## src/rtl/fp_minmax_reduce_if.sv

```systemverilog
// Stream bundle for fp_minmax_reduce: command (start/mode/len), operand
// stream (in_valid/in_ready/in_data), result stream (out_valid/out_ready/
// out_data/out_index/nan_seen) and busy status.
// master = producer/consumer side (bench or ALU sequencer), slave = reduction unit.
interface fp_minmax_reduce_if #(
    parameter int EXP_W = 8,
    parameter int MAN_W = 23,
    parameter int CNT_W = 8
);
    localparam int W = 1 + EXP_W + MAN_W;

    logic             start;
    logic             mode;
    logic [CNT_W-1:0] len;
    logic             in_valid;
    logic             in_ready;
    logic [W-1:0]     in_data;
    logic             out_valid;
    logic             out_ready;
    logic [W-1:0]     out_data;
    logic [CNT_W-1:0] out_index;
    logic             nan_seen;
    logic             busy;

    modport master (
        output start, mode, len, in_valid, in_data, out_ready,
        input  in_ready, out_valid, out_data, out_index, nan_seen, busy
    );

    modport slave (
        input  start, mode, len, in_valid, in_data, out_ready,
        output in_ready, out_valid, out_data, out_index, nan_seen, busy
    );
endinterface

```

## src/rtl/fp_minmax_reduce.sv

```systemverilog
// Streaming IEEE-754 max/min reduction over len operands, returning winner value + index.
// Latency: result valid 1 cycle after the last accepted element (1 cycle after start for len=0).
// Backpressure: in_ready is a registered ACCUM decode; result held in DONE until out_ready.
// Ports: clk, rst (sync active-high), bus (slave modport of fp_minmax_reduce_if).
module fp_minmax_reduce #(
    parameter int EXP_W = 8,
    parameter int MAN_W = 23,
    parameter int CNT_W = 8
) (
    input  logic                  clk,
    input  logic                  rst,
    fp_minmax_reduce_if.slave     bus
);
    localparam int W = 1 + EXP_W + MAN_W;
    localparam logic [CNT_W-1:0] CNT_ONE = CNT_W'(1);
    localparam logic [W-1:0] QNAN = {1'b0, {EXP_W{1'b1}}, 1'b1, {(MAN_W-1){1'b0}}};

    typedef enum logic [1:0] {IDLE, ACCUM, DONE} state_t;

    state_t           state, state_nxt;
    logic             mode_q;
    logic [CNT_W-1:0] len_q;
    logic [CNT_W-1:0] cnt_q;
    logic [CNT_W-1:0] idx_q;
    logic [W-1:0]     best_q;
    logic             best_vld_q;
    logic             nan_q;
    logic             in_ready_q;
    logic             out_valid_q;
    logic             busy_q;

    // Candidate decode and IEEE ordering against the current best.
    logic             accept;
    logic             last;
    logic             c_sign, b_sign;
    logic [W-2:0]     c_mag, b_mag;
    logic             c_nan;
    logic             c_gt_b, c_lt_b;
    logic             take;

    assign accept = bus.in_valid & in_ready_q;
    // len_q >= 1 in ACCUM, so len_q-1 never underflows while this matters.
    assign last   = accept && (cnt_q == len_q - CNT_ONE);

    assign c_sign = bus.in_data[W-1];
    assign c_mag  = bus.in_data[W-2:0];
    assign b_sign = best_q[W-1];
    assign b_mag  = best_q[W-2:0];
    assign c_nan  = (&bus.in_data[W-2:MAN_W]) && (|bus.in_data[MAN_W-1:0]);

    // Differing signs: the positive one is larger, which also orders +0 above -0.
    // Same sign: magnitude order, inverted for negatives.
    assign c_gt_b = (c_sign != b_sign) ? !c_sign : (c_sign ? (c_mag < b_mag) : (c_mag > b_mag));
    assign c_lt_b = (c_sign != b_sign) ?  c_sign : (c_sign ? (c_mag > b_mag) : (c_mag < b_mag));

    // Strict comparison so ties keep the earlier index; NaNs never win.
    assign take = !c_nan && (!best_vld_q || (mode_q ? c_lt_b : c_gt_b));

    always_comb begin
        state_nxt = state;
        case (state)
            IDLE:    if (bus.start) state_nxt = (bus.len == '0) ? DONE : ACCUM;
            ACCUM:   if (last) state_nxt = DONE;
            DONE:    if (out_valid_q && bus.out_ready) state_nxt = IDLE;
            default: state_nxt = IDLE;
        endcase
    end

    always_ff @(posedge clk) begin
        if (rst) begin
            state       <= IDLE;
            in_ready_q  <= 1'b0;
            out_valid_q <= 1'b0;
            busy_q      <= 1'b0;
        end else begin
            state       <= state_nxt;
            in_ready_q  <= (state_nxt == ACCUM);
            out_valid_q <= (state_nxt == DONE);
            busy_q      <= (state_nxt != IDLE);
        end
    end

    always_ff @(posedge clk) begin
        if (rst) begin
            mode_q     <= 1'b0;
            len_q      <= '0;
            cnt_q      <= '0;
            idx_q      <= '0;
            best_q     <= '0;
            best_vld_q <= 1'b0;
            nan_q      <= 1'b0;
        end else if (state == IDLE && bus.start) begin
            mode_q     <= bus.mode;
            len_q      <= bus.len;
            cnt_q      <= '0;
            idx_q      <= '0;
            best_q     <= '0;
            best_vld_q <= 1'b0;
            nan_q      <= 1'b0;
        end else if (accept) begin
            cnt_q <= cnt_q + CNT_ONE;
            if (c_nan) nan_q <= 1'b1;
            if (take) begin
                best_q     <= bus.in_data;
                idx_q      <= cnt_q;
                best_vld_q <= 1'b1;
            end
        end
    end

    // An empty best register at DONE means no non-NaN operand: report canonical qNaN.
    assign bus.in_ready  = in_ready_q;
    assign bus.out_valid = out_valid_q;
    assign bus.busy      = busy_q;
    assign bus.nan_seen  = nan_q;
    assign bus.out_data  = out_valid_q ? (best_vld_q ? best_q : QNAN) : '0;
    assign bus.out_index = (out_valid_q && best_vld_q) ? idx_q : '0;
endmodule
```

## src/flat_wrapper.sv

```systemverilog
// flat-port wrapper written by rule: the top's interface ports become plain ports
module fp_minmax_reduce_flat 
#(
    parameter int EXP_W = 8,
    parameter int MAN_W = 23,
    parameter int CNT_W = 8
)
  (clk, rst, bus_start, bus_mode, bus_len, bus_in_valid, bus_in_data, bus_out_ready, bus_in_ready, bus_out_valid, bus_out_data, bus_out_index, bus_nan_seen, bus_busy);
  fp_minmax_reduce_if #(.EXP_W(EXP_W), .MAN_W(MAN_W), .CNT_W(CNT_W)) bus_i ();
  input  logic clk;
  input  logic rst;
  input wire logic [$bits(bus_i.start)-1:0] bus_start;
  input wire logic [$bits(bus_i.mode)-1:0] bus_mode;
  input wire logic [$bits(bus_i.len)-1:0] bus_len;
  input wire logic [$bits(bus_i.in_valid)-1:0] bus_in_valid;
  input wire logic [$bits(bus_i.in_data)-1:0] bus_in_data;
  input wire logic [$bits(bus_i.out_ready)-1:0] bus_out_ready;
  output wire logic [$bits(bus_i.in_ready)-1:0] bus_in_ready;
  output wire logic [$bits(bus_i.out_valid)-1:0] bus_out_valid;
  output wire logic [$bits(bus_i.out_data)-1:0] bus_out_data;
  output wire logic [$bits(bus_i.out_index)-1:0] bus_out_index;
  output wire logic [$bits(bus_i.nan_seen)-1:0] bus_nan_seen;
  output wire logic [$bits(bus_i.busy)-1:0] bus_busy;
  assign bus_i.start = bus_start;
  assign bus_i.mode = bus_mode;
  assign bus_i.len = bus_len;
  assign bus_i.in_valid = bus_in_valid;
  assign bus_i.in_data = bus_in_data;
  assign bus_i.out_ready = bus_out_ready;
  assign bus_in_ready = bus_i.in_ready;
  assign bus_out_valid = bus_i.out_valid;
  assign bus_out_data = bus_i.out_data;
  assign bus_out_index = bus_i.out_index;
  assign bus_nan_seen = bus_i.nan_seen;
  assign bus_busy = bus_i.busy;
  fp_minmax_reduce #(.EXP_W(EXP_W), .MAN_W(MAN_W), .CNT_W(CNT_W)) u_core (.clk(clk), .rst(rst), .bus(bus_i));
endmodule
```

## config.mk

```make
export PLATFORM = sky130hd
export DESIGN_NAME = fp_minmax_reduce_flat
export DESIGN_NICKNAME = d
export VERILOG_FILES = /design/src/rtl/fp_minmax_reduce_if.sv /design/src/rtl/fp_minmax_reduce.sv /design/src/flat_wrapper.sv
export SDC_FILE = /design/constraint.sdc
export NUM_CORES = 1
export LEC_CHECK = 0
export CORE_ASPECT_RATIO = 1.25
export CORE_MARGIN = 2
export CORE_UTILIZATION = 52
export CTS_BUF_LIST = sky130_fd_sc_hd__clkbuf_4 sky130_fd_sc_hd__clkbuf_8
export DETAILED_ROUTE_END_ITERATION = 8
export PLACE_DENSITY = 0.88
export SYNTH_ARGS = -nofsm -noshare
export SYNTH_HDL_FRONTEND = slang
export SYNTH_SLANG_ARGS = --single-unit
```

## constraint.sdc

```tcl
create_clock -name clk -period 3.5 [get_ports clk]
set_input_delay 0.7 -clock clk [delete_from_list [all_inputs] [get_ports clk]]
set_output_delay 0.7 -clock clk [all_outputs]
set_load 0.01 [all_outputs]
```

# Word-level counts from Yosys, hierarchy flattened
# Index checks and enable logic that the tools add are counted.
# classes
add_sub_neg,2
n_reduce_logical,18
bitwise,1
n_eq_ne,6
magnitude_cmp,2
muxes,13
# ops
operator,count
2-to-1 mux 32 bit,2
> comparator 31 bit,1
less-than comparator 31 bit,1
OR reduction 23 bit,1
"adder 8 x 1 -> 8 bit, second input constant",1
== test 8 bit,1
logical NOT 8 bit,1
2-to-1 mux 2 bit,4
2-to-1 mux 8 bit,1
AND reduction 8 bit,1
"subtractor 8 x 1 -> 8 bit, second input constant",1
logical AND 1 bit,6
case mux 2 bit (3 select lines),1
2-to-1 mux 1 bit,5
"== test 2 x 1 -> 1 bit, second input constant",2
"== test 2 bit, second input constant",2
AND reduction 2 bit,2
logical NOT 1 bit,3
logical NOT 2 bit,1
nonzero test 2 bit,1
OR reduction 2 bit,1
AND 1 bit,1
logical OR 1 bit,1
!= test 1 bit,1
# word_totals
in_bits,46
ff_bits,64

# Logic depth before layout (Yosys ltp)
# Gate-level depths: netlist of the first run.
# depth
depth_word,7
mapped_depth,11
depth_no_buf,9

# Least setup slack after synthesis of the first run
# Ideal clock, no wire load.
# synth_path
path_kind,input -> register
startpoint,input bus_in_data[6]
endpoint,register u_core.best_q[0]
setup_slack_ps,658
t_arrival_ps,2724
required_ps,3382
stages,10
setup_ps,118
cell_sequence,ha_1 > and4_4 > a21boi_1 > o31ai_2 > a21oi_1 > or4b_1 > a32o_2 > buf_6 > buf_12 > mux2i_1
# synth_via
elab_chain_cells,7
elab_cells_between_ends,13
# synth_lines
item,line,text
"start, declared",flat_wrapper.sv:16,input wire logic [$bits(bus_i.in_data)-1:0] bus_in_data;
> comparator 31 bit / less-than comparator 31 bit (equally long branches),"fp_minmax_reduce.sv:53, fp_minmax_reduce.sv:54",
"2-to-1 mux 1 bit, on equally long branches (2 in a row)","fp_minmax_reduce.sv:53, fp_minmax_reduce.sv:54",
2-to-1 mux 1 bit,fp_minmax_reduce.sv:57,assign take = !c_nan && (!best_vld_q || (mode_q ? c_lt_b : c_gt_b));
logical OR 1 bit,fp_minmax_reduce.sv:57,
logical AND 1 bit (*),fp_minmax_reduce.sv:57,
AND reduction 2 bit (no source line) (*),--,
"end signal, assigned",fp_minmax_reduce.sv:104,best_q <= bus.in_data;
"end, declared",fp_minmax_reduce.sv:25,logic [W-1:0] best_q;
# Mark *: on every way between the ends. The rest lies on a longest branch, timed or not.
# A chain may end at the register's enable or synchronous reset.

# Worst setup path in the final report of the first run
# layout_path
startpoint,input bus_in_data[10]
endpoint,register u_core.best_q[11]
# Same word-level chain as after synthesis.

==> summary.txt, run 1 <==
Yosys
  – Main combinational cell family by area after synthesis: simple AND/OR/NAND/NOR gates
  – Synth Area in Adders: 0.104
  – Post-Synth Simple-Gate Area: 0.254
  – Syn. warnings: 0
  – EDFF count, synth: 0
  – Top FF cell, synth: dfxtp_1
  – Sequential area share after synthesis: 0.322
  – Synth cell types: 42
  – Synthesized instance count: 496
  – Compound-gate portion of the synthesized area: 0.113
  – Multiplexer share of the synthesized area: 0.101
  – Synth Register Bits: 64
  – Share of flip-flops with an asynchronous set or reset: 0
  – Avg Cell Area, Syn: 8.03 um^2
  – Syn nets: 575
  – Synth Area in XOR/XNOR: 0.0308
  – Post-Syn Area: 0.00398 mm^2

Drt
  – Highest Signal Layer: met4
  – Met3 WL post-DR: 576 um
  – Routed wl met2: 5.21 mm
  – Total routed wirelength: 10.2 mm
  – DRC Markers: 0
  – DRT iter0 DRCs: 252
  – Vias: 3753
  – WL/cell: 15.2 um
  – M1 WL: 4.18 mm
  – Vias/cell: 5.59
  – DR pass1 iterations: 5
  – DRT antenna net count: 0

Clock network
  – CTS Sinks: 64
  – Setup repair bufs after CTS: 0
  – Max H-tree Level: 3
  – CTS tree: built
  – Clk pin slew, worst setup/hold paths: 70 ps
  – Worst skew pair latency: 360 ps
  – Post-CTS Hold Buffers: 0
  – Clock Path Buffers: 2
  – Total CTS buffers: 9
  – Count of cells resized by post-cts repair: 0
  – Clock Tree Root: clkbuf_8

Floorplan
  – Number of I/O pins: 90
  – Die height: 102 um
  – Die area: 0.00838 mm^2
  – DIE WIDTH: 82.3 um
  – # rows: 35
  – Area of the core: 0.00740 mm^2
  – Initial Utilization: 0.538

Finish
  – Area Growth Syn to Fin: 27.7%
  – Layout Nets: 654
  – Commonest non-fill, non-tap cell in the layout: nand2_1
  – Fill cell count: 561
  – Highest-count cells in the layout ignoring fill and taps: nand2_1, clkdlybuf4s50_1, dfxtp_1
  – Diodes inserted: 0
  – Area of the multi-input gates: 0.00240 mm^2
  – Sequential Area: 0.00128 mm^2
  – Post-route cell area: 0.00508 mm^2
  – Layout cells sized above 1: 0.0501

Setup path
  – Top fanout value on the critical path: 13
  – Setup crit start: bus_in_data[10]
  – WP data required: 3780 ps
  – Element type at the critical path end: flip-flop
  – Setup CP Type: input port to flip-flop
  – Crit path DAT: 3430 ps
  – Startpoint types: input port
  – RR Startpoint: u_core.best_q[10]

Timing
  – Slew Viols, Final: 0
  – Period minus WS final: 3160 ps
  – Worst Max-Slew Pin Slew: 739 ps
  – Setup_tns: 0 ps
  – Period utilization: 0.902
  – Final setup viols: 0
  – Fin Clk Skew: 5.80 ps
  – Fmax achieved: 317 MHz
  – Worst Hold Slack: 460 ps
  – Final hold violation count: 0
  – Max_slew headroom: 0.503
  – RSZ-0062 raised after global routing: false

Place
  – Placed cell area: 0.00488 mm^2
  – # port buffers: 89
  – GP Congestion: 0.836
  – Hpwl dp: 7.48 mm

Power
  – VDD IR max: 0.231 mV
  – Lkg Pwr: 1.96 nW
  – Pwr dens: 345 mW/mm^2

Status
  – Outcome: finished clean

Global routing
  – Vias in the first global route: 3754
  – Congestion Overflow GR: 0
  – Initial antenna violation count: 0
  – Maximum number of pins on one net before global-route repair: 43
  – Global router's overall resource usage: 0.250
  – First-pass GRT wire length: 16.3 mm

Min path
  – Hold Path Class: flip-flop to flip-flop
  – Hold wc startpoint: u_core.idx_q[3]

Flow run
  – Max Cap Viol: 0
-- stage by stage --
stage               total power, mW  instances  setup slack (ps)  utilization
global placement               1.08        656              77.9        0.659
floorplan                     0.995        496               658            -
global route                   1.82        671               230        0.687
detailed placement             1.10        656             -34.8        0.659
CTS                            1.75        671               331        0.687
finish                         1.75        671               343        0.687
-- where the power goes --
part | internal (mW) | total (mW) | switching (mW) | leakage, nW
Sequential | 0.753 | 0.777 | 0.0237 | 0.520
Clock | 0.381 | 0.667 | 0.286 | 0.108
Combinational | 0.146 | 0.309 | 0.162 | 1.33
-- Yosys cell counts (all sizes together), types with 6 or more instances --
cell | instances | area share
xor2 | 6 | 0.013
nand4 | 7 | 0.011
nor4 | 7 | 0.011
o21ai | 11 | 0.014
inv | 35 | 0.033
ha | 33 | 0.10
nand2 | 119 | 0.11
dfxtp | 64 | 0.32
clkbuf | 22 | 0.021
a21boi | 10 | 0.019
nor2 | 15 | 0.014
and3 | 33 | 0.052
xnor2 | 8 | 0.018
mux2i | 40 | 0.10
a21oi | 31 | 0.039
-- sequential cells by signal, summed over array words and instances (netlist names), 2 cells and up --
register,cells
u_core.len_q,8
u_core.cnt_q,8
u_core.idx_q,8
u_core.best_q,32
u_core.state,2
-- area by class of cell --
cell class              count  share of cell area
flip-flops and latches     64               0.252
inverters                  35              0.0258
clock inverters             3             0.00787
multi-input cells         370               0.473
well taps                  92              0.0226
repair buffers             95               0.187
clock buffers              12              0.0325
-- worst max-delay path: stages --
cell and delay (ps):
clkdlybuf4s50_1 460, ha_1 340, a21oi_1 150, o21ai_0 140, a221oi_2 280, a21oi_1 120
or4b_1 520, a32o_2 310, buf_4 210, mux2i_1 200
-- kinds of logic after synthesis --
| group | count (synthesis) |
|---|---|
| fa+ha+maj | 33 |
| simple gates | 212 |
| compound gates | 71 |
| mux | 40 |
| flops | 64 |
| xor+xnor | 14 |
| buf+inv | 62 |
-- routing by layer --
layer  vias to the layer above  track usage
met1                      1755        0.276
met2                       117        0.444
li1                       1859            -
met3                        22       0.0521
met4                         0        0.123
met5                         -            0
-- final timing paths --
check | cells past startpoint | to | slack (ps)
max reg2reg | 10 | u_core.best_q[11] | 800
min reg2reg | 2 | u_core.idx_q[3] | 460
max | 10 | u_core.best_q[11] | 340
min | 2 | u_core.idx_q[3] | 460
(Power assumes the default switching activity.)
==> run 2: changes to the inputs <==
--- a/config.mk
+++ b/config.mk
@@ -5,9 +5,11 @@
 export SDC_FILE = /design/constraint.sdc
 export NUM_CORES = 1
 export LEC_CHECK = 0
+export CELL_PAD_IN_SITES_DETAIL_PLACEMENT = 0
+export CELL_PAD_IN_SITES_GLOBAL_PLACEMENT = 1
 export CORE_ASPECT_RATIO = 1.25
 export CORE_MARGIN = 2
-export CORE_UTILIZATION = 52
+export CORE_UTILIZATION = 38
 export CTS_BUF_LIST = sky130_fd_sc_hd__clkbuf_4 sky130_fd_sc_hd__clkbuf_8
 export DETAILED_ROUTE_END_ITERATION = 8
 export PLACE_DENSITY = 0.88
==> summary.txt, run 2 (same netlist as run 1, synthesis figures left out) <==
Place
  – Hpwl dp: 7.45 mm
  – Worst slack, placed: 12.2 ps
  – DP Cell Count: 695
  – GP Congestion: 0.795
  – # port buffers: 89

Timing
  – Max_slew headroom: 0.497
  – Worst Max-Slew Pin Slew: 755 ps
  – Fin Clk Skew: 10.5 ps
  – Final setup viols: 0
  – Slew Viols, Final: 0
  – Final hold violation count: 0
  – Period utilization: 0.893
  – Setup_tns: 0 ps
  – Final setup margin: 373 ps
  – RSZ-0062 raised after global routing: false
  – Period minus WS final: 3130 ps
  – Fmax achieved: 320 MHz

Clock network
  – Clk pin slew, worst setup/hold paths: 80 ps
  – Max H-tree Level: 3
  – CTS tree: built
  – CTS Sinks: 64
  – Count of cells resized by post-cts repair: 0
  – Total CTS buffers: 9
  – Worst skew pair latency: 360 ps
  – Setup repair bufs after CTS: 0
  – Post-CTS Hold Buffers: 0
  – Clock Path Buffers: 2
  – Clock Tree Root: clkbuf_8

Power
  – Final Power: 1.73 mW
  – Lkg Pwr: 1.95 nW
  – VDD IR max: 0.154 mV
  – Pwr dens: 336 mW/mm^2

Setup path
  – Crit path DAT: 3370 ps
  – Reg-to-reg slack, setup: 820 ps
  – Worst r2r path cells: 10
  – Startpoint types: input port
  – Element type at the critical path end: flip-flop
  – Max incr delay on CP: 520 ps
  – Crit path max-delay family: compound AO/OA/AOI/OAI gates
  – Top fanout value on the critical path: 23
  – WP data required: 3740 ps
  – RR Startpoint: u_core.best_q[6]
  – Critical path buffer and inverter count: 2
  – Crit-path cells: clkdlybuf4s50_1, ha_1, and4_4, a21boi_1, o31ai_2, a21oi_1, or4b_1, a32o_2, buf_12, mux2i_1
  – Setup CP Type: input port to flip-flop
  – Worst reg2reg endpoint: u_core.idx_q[6]
  – Crit-path slowest cell: or4b_1

Finish
  – Highest-count cells in the layout ignoring fill and taps: nand2_1, clkdlybuf4s50_1, dfxtp_1
  – Layout cells sized above 1: 0.0550
  – Diodes inserted: 0
  – Non-filler instance count after layout: 711
  – Biggest register: u_core.best_q
  – Area Growth Syn to Fin: 29.3%
  – Commonest non-fill, non-tap cell in the layout: nand2_1
  – Layout Nets: 656
  – Post-layout util: 0.507
  – Max reg flops: 32

Drt
  – WL/cell: 14.0 um
  – DRT iter0 DRCs: 106
  – Total routed wirelength: 9.96 mm
  – Vias/cell: 5.16
  – DRT antenna net count: 0
  – DRC Markers: 0
  – DR pass1 iterations: 6
  – Vias: 3672

Global routing
  – Vias in the first global route: 3533
  – Maximum number of pins on one net before global-route repair: 81
  – Initial antenna violation count: 0
  – Global router's overall resource usage: 0.184
  – First-pass GRT wire length: 16.4 mm
  – Congestion Overflow GR: 0

Floorplan
  – DIE WIDTH: 95.6 um
  – Initial Utilization: 0.392
  – Number of I/O pins: 90
  – Die area: 0.0113 mm^2
  – # rows: 41
  – Area of the core: 0.0102 mm^2
  – Die height: 118 um

Min path
  – Hold Path Depth: 2
  – Hold Path End: u_core.idx_q[7]
  – Hold Path Class: flip-flop to flip-flop
  – Hold wc startpoint: u_core.idx_q[7]

Flow run
  – Max Cap Viol: 0

Status
  – Outcome: finished clean
[run 2: stage by stage]
step                cell area, um^2  hold slack, ps
floorplan                      3980             430
global placement               4950             440
detailed placement             4950             444
CTS                            5150             460
global route                   5150             481
finish                         5150             457
[run 2: report_power, final]
| group | total [mW] | switching (mW) | internal (mW) |
|---|---|---|---|
| clock | 0.646 | 0.318 | 0.328 |
| combinational | 0.309 | 0.159 | 0.150 |
| sequential | 0.775 | 0.0221 | 0.753 |
[run 2: worst max-delay path by stage]
| stage | from | endpoint | slack [ps] | cells after the start |
|---|---|---|---|---|
| 2_1_floorplan | bus_in_data[6] | u_core.best_q[0] | 660 | 10 |
| 3_3_place_gp | bus_in_data[6] | u_core.best_q[9] | 50 | 10 |
| 3_5_place_dp | bus_in_data[5] | u_core.idx_q[6] | 10 | 10 |
| 4_1_cts | bus_in_data[5] | u_core.idx_q[6] | 390 | 10 |
| 5_1_grt | bus_in_data[8] | u_core.best_q[11] | 240 | 10 |
| 6_report | bus_in_data[5] | u_core.idx_q[6] | 370 | 10 |
[run 2: routing by layer]
layer	up-vias	track usage	wire length (um)
met3	14	0.0421	464
met1	1709	0.215	4370
met5	-	0	0
met4	0	0.0732	178
li1	1869	-	-
met2	80	0.316	4950
[run 2: final cells by class]
class | instances | area (um^2)
Multi-Input combinational cell | 370 | 2400
Inverter | 35 | 131
Timing Repair Buffer | 97 | 976
Clock buffer | 9 | 124
Sequential cell | 64 | 1280
Fill cell | 992 | 5010
Clock inverter | 7 | 71.3
Tap cell | 129 | 161
[run 2: tightest hold or removal path: cells and delay by family (launching register included)]
kind	cells	cell delay [ps]
flip-flops	1	310
AND/OR/NAND/NOR	1	50
multiplexers	1	50
